$ cat config.mk
export PLATFORM = sky130hd
export DESIGN_NAME = matrix_serializer
export DESIGN_NICKNAME = d
export VERILOG_FILES = /design/src/rtl/matrix_serializer.sv
export SDC_FILE = /design/constraint.sdc
export NUM_CORES = 1
export LEC_CHECK = 0
export BUFFER_PORTS_ARGS = -buffer_cell sky130_fd_sc_hd__buf_2
export CORE_MARGIN = 1
export CORE_UTILIZATION = 54
export CTS_CLUSTER_DIAMETER = 120
export DETAILED_ROUTE_END_ITERATION = 12
export PLACE_DENSITY = 0.8
export RECOVER_POWER = 25
export SETUP_SLACK_MARGIN = 0.05
export SYNTH_ARGS = -nofsm -noshare
export SYNTH_HDL_FRONTEND = slang
export SYNTH_SLANG_ARGS = --single-unit
$ cat constraint.sdc
create_clock -name clk -period 3.1 [get_ports clk]
set_input_delay 0.155 -clock clk [delete_from_list [all_inputs] [get_ports clk]]
set_output_delay 0.155 -clock clk [all_outputs]
set_load 0.005 [all_outputs]
$ cat src/rtl/matrix_serializer.sv
// Streams a captured m x n matrix one element per valid/ready transfer, row-major by default.
// Defining MATRIX_SER_TRANSPOSE_EN adds a transpose input that selects column-major order.
module matrix_serializer #(
  parameter int DIM    = 5,
  parameter int ELEM_W = 8
) (
  input  logic                      clk,
  input  logic                      reset,
  input  logic                      start,
  input  logic [2:0]                m,
  input  logic [2:0]                n,
  input  logic [DIM*DIM*ELEM_W-1:0] matrix,
`ifdef MATRIX_SER_TRANSPOSE_EN
  input  logic                      transpose,
`endif
  input  logic                      elemReady,
  output logic                      elemValid,
  output logic [ELEM_W-1:0]         elemData,
  output logic [2:0]                elemRow,
  output logic [2:0]                elemCol,
  output logic                      elemLast,
  output logic                      rowLast,
  output logic                      busy,
  output logic                      done,
  output logic                      dimError
);

  localparam int IDX_W = (DIM * DIM > 1) ? $clog2(DIM * DIM) : 1;

  typedef enum logic [1:0] {IDLE, SEND, DONE} state_t;

  state_t                      state_q, state_d;
  logic [DIM*DIM*ELEM_W-1:0]   mat_q, mat_d;
  logic [2:0]                  m_q, m_d, n_q, n_d;
  logic [2:0]                  row_q, row_d, col_q, col_d;
  logic                        col_major;
  logic                        dims_ok;
  logic                        end_row, end_col;
  logic [IDX_W-1:0]            idx;
  logic [ELEM_W-1:0]           elems [DIM*DIM];

`ifdef MATRIX_SER_TRANSPOSE_EN
  logic tr_q, tr_d;
  assign col_major = tr_q;
`else
  assign col_major = 1'b0;
`endif

  assign dims_ok = (m != 3'd0) && (int'(m) <= DIM) && (n != 3'd0) && (int'(n) <= DIM);
  assign end_row = (row_q == m_q - 3'd1);
  assign end_col = (col_q == n_q - 3'd1);
  assign idx     = IDX_W'(row_q) * IDX_W'(DIM) + IDX_W'(col_q);

  always_comb begin
    for (int k = 0; k < DIM * DIM; k++) begin
      elems[k] = mat_q[k*ELEM_W +: ELEM_W];
    end
  end

  always_comb begin
    state_d = state_q;
    mat_d   = mat_q;
    m_d     = m_q;
    n_d     = n_q;
    row_d   = row_q;
    col_d   = col_q;
`ifdef MATRIX_SER_TRANSPOSE_EN
    tr_d    = tr_q;
`endif
    case (state_q)
      IDLE: begin
        if (start && dims_ok) begin
          mat_d   = matrix;
          m_d     = m;
          n_d     = n;
          row_d   = 3'd0;
          col_d   = 3'd0;
`ifdef MATRIX_SER_TRANSPOSE_EN
          tr_d    = transpose;
`endif
          state_d = SEND;
        end
      end
      SEND: begin
        if (elemReady) begin
          if (end_row && end_col) begin
            state_d = DONE;
          end else if (col_major) begin
            if (end_row) begin
              row_d = 3'd0;
              col_d = col_q + 3'd1;
            end else begin
              row_d = row_q + 3'd1;
            end
          end else begin
            if (end_col) begin
              col_d = 3'd0;
              row_d = row_q + 3'd1;
            end else begin
              col_d = col_q + 3'd1;
            end
          end
        end
      end
      DONE:    state_d = IDLE;
      default: state_d = IDLE;
    endcase
  end

  // Element outputs are gated so they read zero whenever no element is offered.
  always_comb begin
    elemValid = 1'b0;
    elemData  = '0;
    elemRow   = 3'd0;
    elemCol   = 3'd0;
    elemLast  = 1'b0;
    rowLast   = 1'b0;
    busy      = (state_q != IDLE);
    done      = (state_q == DONE);
    dimError  = !reset && (state_q == IDLE) && start && !dims_ok;
    if (state_q == SEND) begin
      elemValid = 1'b1;
      elemData  = elems[idx];
      elemRow   = row_q;
      elemCol   = col_q;
      elemLast  = end_row && end_col;
      rowLast   = col_major ? end_row : end_col;
    end
  end

  always_ff @(posedge clk) begin
    if (reset) begin
      state_q <= IDLE;
      mat_q   <= '0;
      m_q     <= 3'd0;
      n_q     <= 3'd0;
      row_q   <= 3'd0;
      col_q   <= 3'd0;
`ifdef MATRIX_SER_TRANSPOSE_EN
      tr_q    <= 1'b0;
`endif
    end else begin
      state_q <= state_d;
      mat_q   <= mat_d;
      m_q     <= m_d;
      n_q     <= n_d;
      row_q   <= row_d;
      col_q   <= col_d;
`ifdef MATRIX_SER_TRANSPOSE_EN
      tr_q    <= tr_d;
`endif
    end
  end

endmodule

==> results of run 1 <==
-- power groups by stage --
stage | Sequential [uW] | Clock, uW | Combinational [uW]
2_1_floorplan | 3000 | 0 | 532
3_5_place_dp | 3070 | 0 | 778
4_1_cts | 3010 | 2730 | 1030
6_report | 3030 | 2780 | 1110
5_1_grt | 3030 | 2870 | 1170
3_3_place_gp | 3070 | 0 | 758
-- state kept, by name, indices dropped and copies added, names as in the netlist --
signal   count
col_q        3
state_q      2
row_q        3
m_q          3
n_q          3
mat_q      200
-- cell usage after synthesis, types with 2 or more instances --
cell | count | share of area [%]
a211oi_1 | 8 | 0.63
a21oi_1 | 211 | 11
and2_1 | 5 | 0.33
and3_1 | 2 | 0.13
buf_2 | 35 | 1.8
buf_6 | 5 | 0.59
clkbuf_1 | 42 | 1.7
dfxtp_1 | 214 | 45
ha_1 | 12 | 1.6
inv_1 | 7 | 0.28
mux2i_1 | 9 | 0.94
mux4_1 | 17 | 4.7
mux4_2 | 39 | 9.2
nand2_1 | 419 | 16
nand2b_1 | 2 | 0.13
nand3_1 | 2 | 0.10
nand4_1 | 4 | 0.26
nor2_1 | 21 | 0.83
nor2b_1 | 2 | 0.13
nor3_1 | 10 | 0.52
nor3b_1 | 3 | 0.24
o21ai_0 | 3 | 0.16
or3_1 | 4 | 0.26
xnor2_1 | 4 | 0.37
xnor3_1 | 2 | 0.47
xor2_1 | 5 | 0.46
-- per-stage QoR --
stage                     util, %  instances  hold WS, ns  power, uW
after CTS                   80.27       1743      0.06825       6772
after global placement      62.36       1489       0.4006       3825
final                       80.34       1747      0.06982       6917
after detailed placement    62.36       1489       0.4020       3843
after global routing        80.31       1745       0.1610       7072
after floorplan                 -       1103       0.2910       3536
-- routing by layer --
metal	GRT usage, %	part of all wire, %
met5	0	0
met4	29.59	7.9
met3	10.77	12
met2	67.33	46
met1	48.05	34
-- kinds of logic after synthesis --
| kind of cell | Yosys count |
|---|---|
| buffers and inverters | 92 |
| xor gates and xnor gates | 12 |
| AOI/OAI and AO/OA | 229 |
| DFF | 214 |
| muxes | 65 |
| adders and majority gates | 13 |
| and+or+nand+nor | 478 |
-- worst max-delay path by stage --
stage,start,depth (start not counted),end,slack [ns]
floorplan,row_q[2]$_SDFFE_PP0P_,10,elemData[4],0.17
detailed placement,col_q[1]$_SDFFE_PP0P_,10,elemData[1],0.10
CTS,row_q[2]$_SDFFE_PP0P_,11,elemData[1],-0.23
global placement,row_q[1]$_SDFFE_PP0P_,10,elemData[3],0.18
global route,row_q[0]$_SDFFE_PP0P_,12,elemData[7],-0.45
finish,row_q[0]$_SDFFE_PP0P_,12,elemData[7],-0.43
-- timing repair --
item | 4_1_cts | 5_1_grt
resized for setup | 30 | 5
endpoints found under the setup margin | 8 | 8
setup buffers | 4 | 0
hold endpoints to repair | 208 | 0
hold buffers | 207 | 0
pin swaps | 14 | 0
cloned | 3 | 0
-- final cells by class --
type                       instances  area (um2)
timing repair buffer             460        3563
antenna                            4       10.01
clock buffer                      32       648.1
tap                              225       281.5
clock inverter                     8       103.9
inverter                           7       26.28
fill                             926        3401
multi-input combinational        797        4971
sequential                       214        4292
-- critical path, stage by stage (launching register included) --
cell and delay, ns:
dfxtp_2 0.35, buf_6 0.13, ha_2 0.18, ha_2 0.21, fa_2 0.59, buf_6 0.13
buf_16 0.12, mux4_2 0.31, mux2i_2 0.23, nor2_1 0.09, a211oi_2 0.23, nor3_2 0.11
buf_2 0.18
==> out/qor.csv, run 1 <==
stage;metric;value;unit
power_and_ir_drop;Net Switching;1836;uW
sta;Max Fclk;0.2830;GHz
yosys;Synth Area in XOR/XNOR;1.586;%
yosys;Synth cell types;42;
route;via count;10490;
floorplanning;Die H;134.9;um
power_and_ir_drop;Leak Pwr;0.005542;uW
yosys;Most used DFF post-synth;dfxtp_1;
worst_hold_path;Hold Path Depth;4;
setup_path;FF-to-FF path depth;5;
route;wire per inst;21.83;um
placement;port bufs;229;
setup_path;CP Launch Type;flop;
route;1st-pass router iterations;6;
sta;clk_skew;0.01092;ns
placement;Final GP Congestion;0.9405;
setup_path;CP required;2.94;ns
sta;final period utilization;114.0;%
setup_path;Setup CP Type;reg -> out;
floorplanning;row count;48;
sta;Final Hold Violating Endpoints;0;
cts;H-tree depth;1;
run;max-cap violations;0;
setup_path;Reg-to-Reg End;mat_q[100]$_SDFFE_PP0P_;
floorplanning;DIE WIDTH;134.9;um
final_layout;most frequent cells in the layout;419 x nand2_1, 225 x buf_2, 211 x a21oi_1, 210 x dfxtp_1, 207 x dlygate4sd3_1;
route;DRC;0;
sta;fin crit period;3.534;ns
setup_path;FF-to-FF Start;state_q[0]$_SDFFE_PP0P_;
yosys;cell count after synthesis;1103;
yosys;Synth Net Count;1326;
placement;Post-Place Setup Slack;0.1024;ns
setup_path;crit-path max FO;6;
route;total wire length;38140;um
yosys;largest family of logic cells by synthesized area;simple AND/OR/NAND/NOR gates;
floorplanning;Die Footprint;18210;um2
route;Starting DRT DRC Count;1515;
cts;Max clock buf depth;3;
worst_hold_path;Hold Path Class;in -> reg;
grt;number of global-route vias before repair;10420;
sta;worst-margin pin slew;0.9837;ns
cts;CTS tree;yes;
grt;Congestion Overflow GR;0;
route;Routed Antenna Nets;0;
yosys;synthesized area;9544;um2
final_layout;Layout Nets;1725;
run_status;violations in the final reports;negative setup slack;
yosys;adder-cell area share of the yosys netlist;1.783;%
grt;GRT Total Usage;41.58;%
sta;setup_tns;-2.986;ns
final_layout;layout cell share with drive strength beyond 1;23.78;%
placement;DP Area;10790;um2
yosys;Ys Warns;0;
yosys;Post-synth EDFFs;0;
power_and_ir_drop;switching share of power;26.54;%
power_and_ir_drop;internal power;5081;uW
yosys;post-synthesis sequential area ratio;44.89;%
sta;setup violators final;12;
setup_path;Worst R2R Setup Slack;-0.09;ns
yosys;fraction of the mapped netlist area in simple logic gates;19.89;%
yosys;post-synthesis compound-gate area fraction;12.41;%
setup_path;Worst setup EP type;output port;
sta;Setup WS post-layout;-0.4337;ns
cts;TritonCTS Buffers;22;
sta;RSZ-0062 raised after global routing;yes;
grt;initial antenna violation count;4;
worst_hold_path;hold endpoint;state_q[0]$_SDFFE_PP0P_;
floorplanning;io pins;230;
cts;clock latency at the later pin of the worst-skew pair;0.52;ns
run_status;outcome;finished, violations left;
cts;root buffer cell;clkbuf_16;
cts;clock sink count;214;
grt;first-pass GRT wire length;56830;um
yosys;Mean Syn Cell Area;8.653;um2
yosys;flops & latches, synth;214;
yosys;async set-reset flop share out of synthesis;0;%
floorplanning;core area;17300;um2
worst_hold_path;HP Start;start;
final_layout;Synth-to-Final Area Change;45.59;%
sta;Final Max Slew Viols;0;
yosys;multiplexer share of the synthesized area;14.83;%
setup_path;Worst Path Arrival;3.38;ns
power_and_ir_drop;Clk network pwr share;40.2;%
final_layout;commonest non-fill, non-tap cell in the layout;nand2_1;
power_and_ir_drop;Pwr Density;497.8;nW/um2
final_layout;Design Area, Final;13900;um2
grt;largest net degree at the start of global routing;130;
placement;DP HPWL;20250;um
power_and_ir_drop;maximum vdd ir drop;0.0005047;V
sta;Max-slew headroom;34.42;%
route;DR vias/cell;6.003;
cts;clock-pin slew on the worst setup and hold paths;0.07;ns
power_and_ir_drop;Logic pwr share;16.1;%
floorplanning;Starting Density;55.18;%
power_and_ir_drop;Sequential Power Share;43.8;%
Note: power is estimated with default switching activity, not from simulation.
==> run 2: changes to the inputs <==
Settings changed: ABC_AREA set to 1.
==> run 2 against run 1 <==
- the run ends with negative hold slack, negative setup slack left
- maximum frequency increased by 11%
- utilization down 2.2 points
- routed wire length shrank 6.6%
- critical path type unchanged
- worst setup slack gained 0.34 ns
- largest power group unchanged
==> out/qor.csv, run 2 <==
stage;metric;value;unit;change
floorplanning;Die H;137.9;um;was 134.9 um
yosys;synthesized area;9968;um2;was 9544 um2
final_layout;Layout Nets;2003;;was 1725
power_and_ir_drop;Leak Pwr;0.005813;uW;was 0.005542 uW
final_layout;max reg flops;200;;unchanged
yosys;most frequent cell after synthesis;o21ai_0;;was nand2_1
run;max-cap violations;0;;unchanged
setup_path;CP required;2.94;ns;about the same
floorplanning;io pins;230;;unchanged
run_status;outcome;finished, violations left;;unchanged
setup_path;Worst Path Arrival;3.04;ns;was 3.38 ns
floorplanning;core area;18020;um2;was 17300 um2
sta;Setup WS post-layout;-0.09598;ns;was -0.4337 ns
floorplanning;DIE WIDTH;137.9;um;was 134.9 um
yosys;flops & latches, synth;214;;unchanged
route;Routed Antenna Nets;0;;unchanged
route;Starting DRT DRC Count;1047;;was 1515
grt;number of global-route vias before repair;10830;;was 10420
final_layout;Core Util, Final;78.15;%;was 80.34%
floorplanning;row count;49;;was 48
yosys;Yosys top cell area share;42.98;%;was 44.89%
power_and_ir_drop;Pwr Total;7136;uW;was 6917 uW
sta;Final Hold Violating Endpoints;1;;was 0
final_layout;Most flops, register;mat_q;;unchanged
cts;CTS tree;yes;;unchanged
grt;GRT Total Usage;35.75;%;was 41.58%
sta;clk_skew;0.01847;ns;was 0.01092 ns
yosys;async set-reset flop share out of synthesis;0;%;unchanged
grt;first-pass GRT wire length;52480;um;was 56830 um
sta;RSZ-0062 raised after global routing;yes;;unchanged
sta;Max Fclk;0.3129;GHz;was 0.2830 GHz
yosys;Mean Syn Cell Area;7.177;um2;was 8.653 um2
route;1st-pass router iterations;6;;unchanged
floorplanning;Starting Density;55.30;%;was 55.18%
final_layout;layout cell share with drive strength beyond 1;19.27;%;was 23.78%
cts;TritonCTS Buffers;23;;was 22
cts;clock sink count;214;;unchanged
cts;root buffer cell;clkbuf_16;;unchanged
yosys;Most used DFF post-synth;dfxtp_1;;unchanged
setup_path;Setup CP Type;reg -> out;;unchanged
final_layout;Fillers;1221;;was 926
worst_hold_path;Hold Path Class;in -> reg;;unchanged
sta;final period utilization;103.1;%;was 114.0%
yosys;cell count after synthesis;1389;;was 1103
sta;fin crit period;3.196;ns;was 3.534 ns
run_status;violations in the final reports;negative hold slack, negative setup slack;;was negative setup slack
power_and_ir_drop;Pwr Density;506.6;nW/um2;was 497.8 nW/um2
placement;Final GP Congestion;0.9352;;was 0.9405
grt;largest net degree at the start of global routing;148;;was 130
sta;Max-slew headroom;38.51;%;was 34.42%
sta;hold slack;-0.005452;ns;was 0.06982 ns
yosys;synth top area cells;dfxtp_1 43%, o21ai_0 15%, a21oi_1 14%;;was dfxtp_1 45%, nand2_1 16%, a21oi_1 11%
yosys;Ys Warns;0;;unchanged
route;DR vias/cell;5.613;;was 6.003
route;via count;11390;;was 10490
yosys;area leader, netlist;dfxtp_1;;unchanged
cts;Max clock buf depth;3;;unchanged
route;wire per inst;17.56;um;was 21.83 um
setup_path;crit-path max FO;7;;was 6
final_layout;area of the multi-input gates;4398;um2;was 4971 um2
yosys;Synth cell types;32;;was 42
yosys;Post-synth EDFFs;0;;unchanged
cts;clock latency at the later pin of the worst-skew pair;0.51;ns;was 0.52 ns
final_layout;commonest non-fill, non-tap cell in the layout;o21ai_0;;was nand2_1
grt;Congestion Overflow GR;0;;unchanged
final_layout;Reg area;4292;um2;unchanged
placement;port bufs;229;;unchanged
placement;DP HPWL;19310;um;was 20250 um
final_layout;most frequent cells in the layout;295 x o21ai_0, 283 x a21oi_1, 223 x inv_1, 219 x buf_2, 210 x dfxtp_1;;was 419 x nand2_1, 225 x buf_2, 211 x a21oi_1, 210 x dfxtp_1, 207 x dlygate4sd3_1
sta;worst-margin pin slew;0.9223;ns;was 0.9837 ns
power_and_ir_drop;maximum vdd ir drop;0.0005512;V;was 0.0005047 V
cts;clock-pin slew on the worst setup and hold paths;0.06;ns;was 0.07 ns
setup_path;CP Launch Type;flop;;unchanged
grt;initial antenna violation count;2;;was 4
yosys;most common library cells after synthesis;296 x o21ai_0, 284 x a21oi_1, 227 x inv_1, 214 x dfxtp_1, 93 x nand2_1;;was 419 x nand2_1, 214 x dfxtp_1, 211 x a21oi_1, 42 x clkbuf_1, 39 x mux4_2
cts;H-tree depth;1;;unchanged
route;total wire length;35640;um;was 38140 um
yosys;Synth Net Count;1612;;was 1326
setup_path;Worst setup EP type;output port;;unchanged
route;DRC;0;;unchanged
sta;Final Max Slew Viols;0;;unchanged
yosys;post-synthesis sequential area ratio;42.98;%;was 44.89%
sta;setup violators final;8;;was 12
final_layout;Synth-to-Final Area Change;41.31;%;was 45.59%
floorplanning;Die Footprint;19010;um2;was 18210 um2
-- run 2: cell type report --
cell class,count,area share [%]
sequential,214,30.47
clock buffer,32,4.752
timing repair buffer,469,24.89
tap,229,2.034
clock inverter,9,0.3553
inverter,230,6.209
multi-input combinational,842,31.22
antenna,4,0.07106
-- run 2: logic make-up after synthesis --
group	after synthesis	share of synthesized area (%)
compound gates	627	31.91
buf+inv	333	14.32
flops	214	42.98
simple gates	195	8.322
fa+ha+maj	13	1.707
xor+xnor	7	0.7656
-- run 2: through the flow --
stage	hold slack [ns]	TNS, ns	std cells	cell area (um2)	worst slack, ns
final	-0.005452	-0.4042	2029	14090	-0.09598
after global routing	0.01058	-1.100	2027	14080	-0.1700
after CTS	0.001838	-0.4470	2015	13960	-0.06799
after detailed placement	0.4195	0	1767	11100	0.1325
after global placement	0.4200	0	1767	11100	0.2361
after floorplan	0.2241	0	1389	9968	0.5479
-- run 2: where the power goes --
part / internal (uW) / total [uW] / switching (uW)
combinational: 596 / 1470 / 871
sequential: 2960 / 3060 / 95.8
clock: 1500 / 2610 / 1100
-- run 2: per-layer routing --
metal  GRT usage (%)  share of wire, %
met4           18.66               5.0
met5               0                 0
met3           6.140               8.0
met2           63.97                50
met1           40.50                37
-- run 2: what timing repair did --
item	in CTS	in global routing
gates resized for setup	23	21
buffers inserted	11	10
endpoints found under the setup margin	8	8
hold endpoints to repair	199	0
pin swaps	11	17
cloned	0	0
hold buffers	196	0
-- run 2: worst paths after layout --
kind / from / end / slack [ns] / cells after the start
min: matrix[26] / mat_q[26]$_SDFFE_PP0P_ / -0.005 / 3
min reg2reg: mat_q[39]$_SDFFE_PP0P_ / mat_q[39]$_SDFFE_PP0P_ / 0.44 / 2
max reg2reg: state_q[1]$_SDFFE_PP0P_ / mat_q[158]$_SDFFE_PP0P_ / 0.37 / 5
max: row_q[0]$_SDFFE_PP0P_ / elemData[2] / -0.1 / 13
-- run 2: critical path: stages (launching register included) --
cell        delay, ns
dfxtp_2          0.34
buf_6            0.13
ha_4             0.15
ha_4             0.16
fa_2             0.60
clkinvlp_4       0.21
buf_6            0.19
nor2_4           0.13
nand2_1          0.08
o21ai_1          0.11
nor2_1           0.06
nor2_1           0.17
nor2_2           0.07
buf_2            0.13
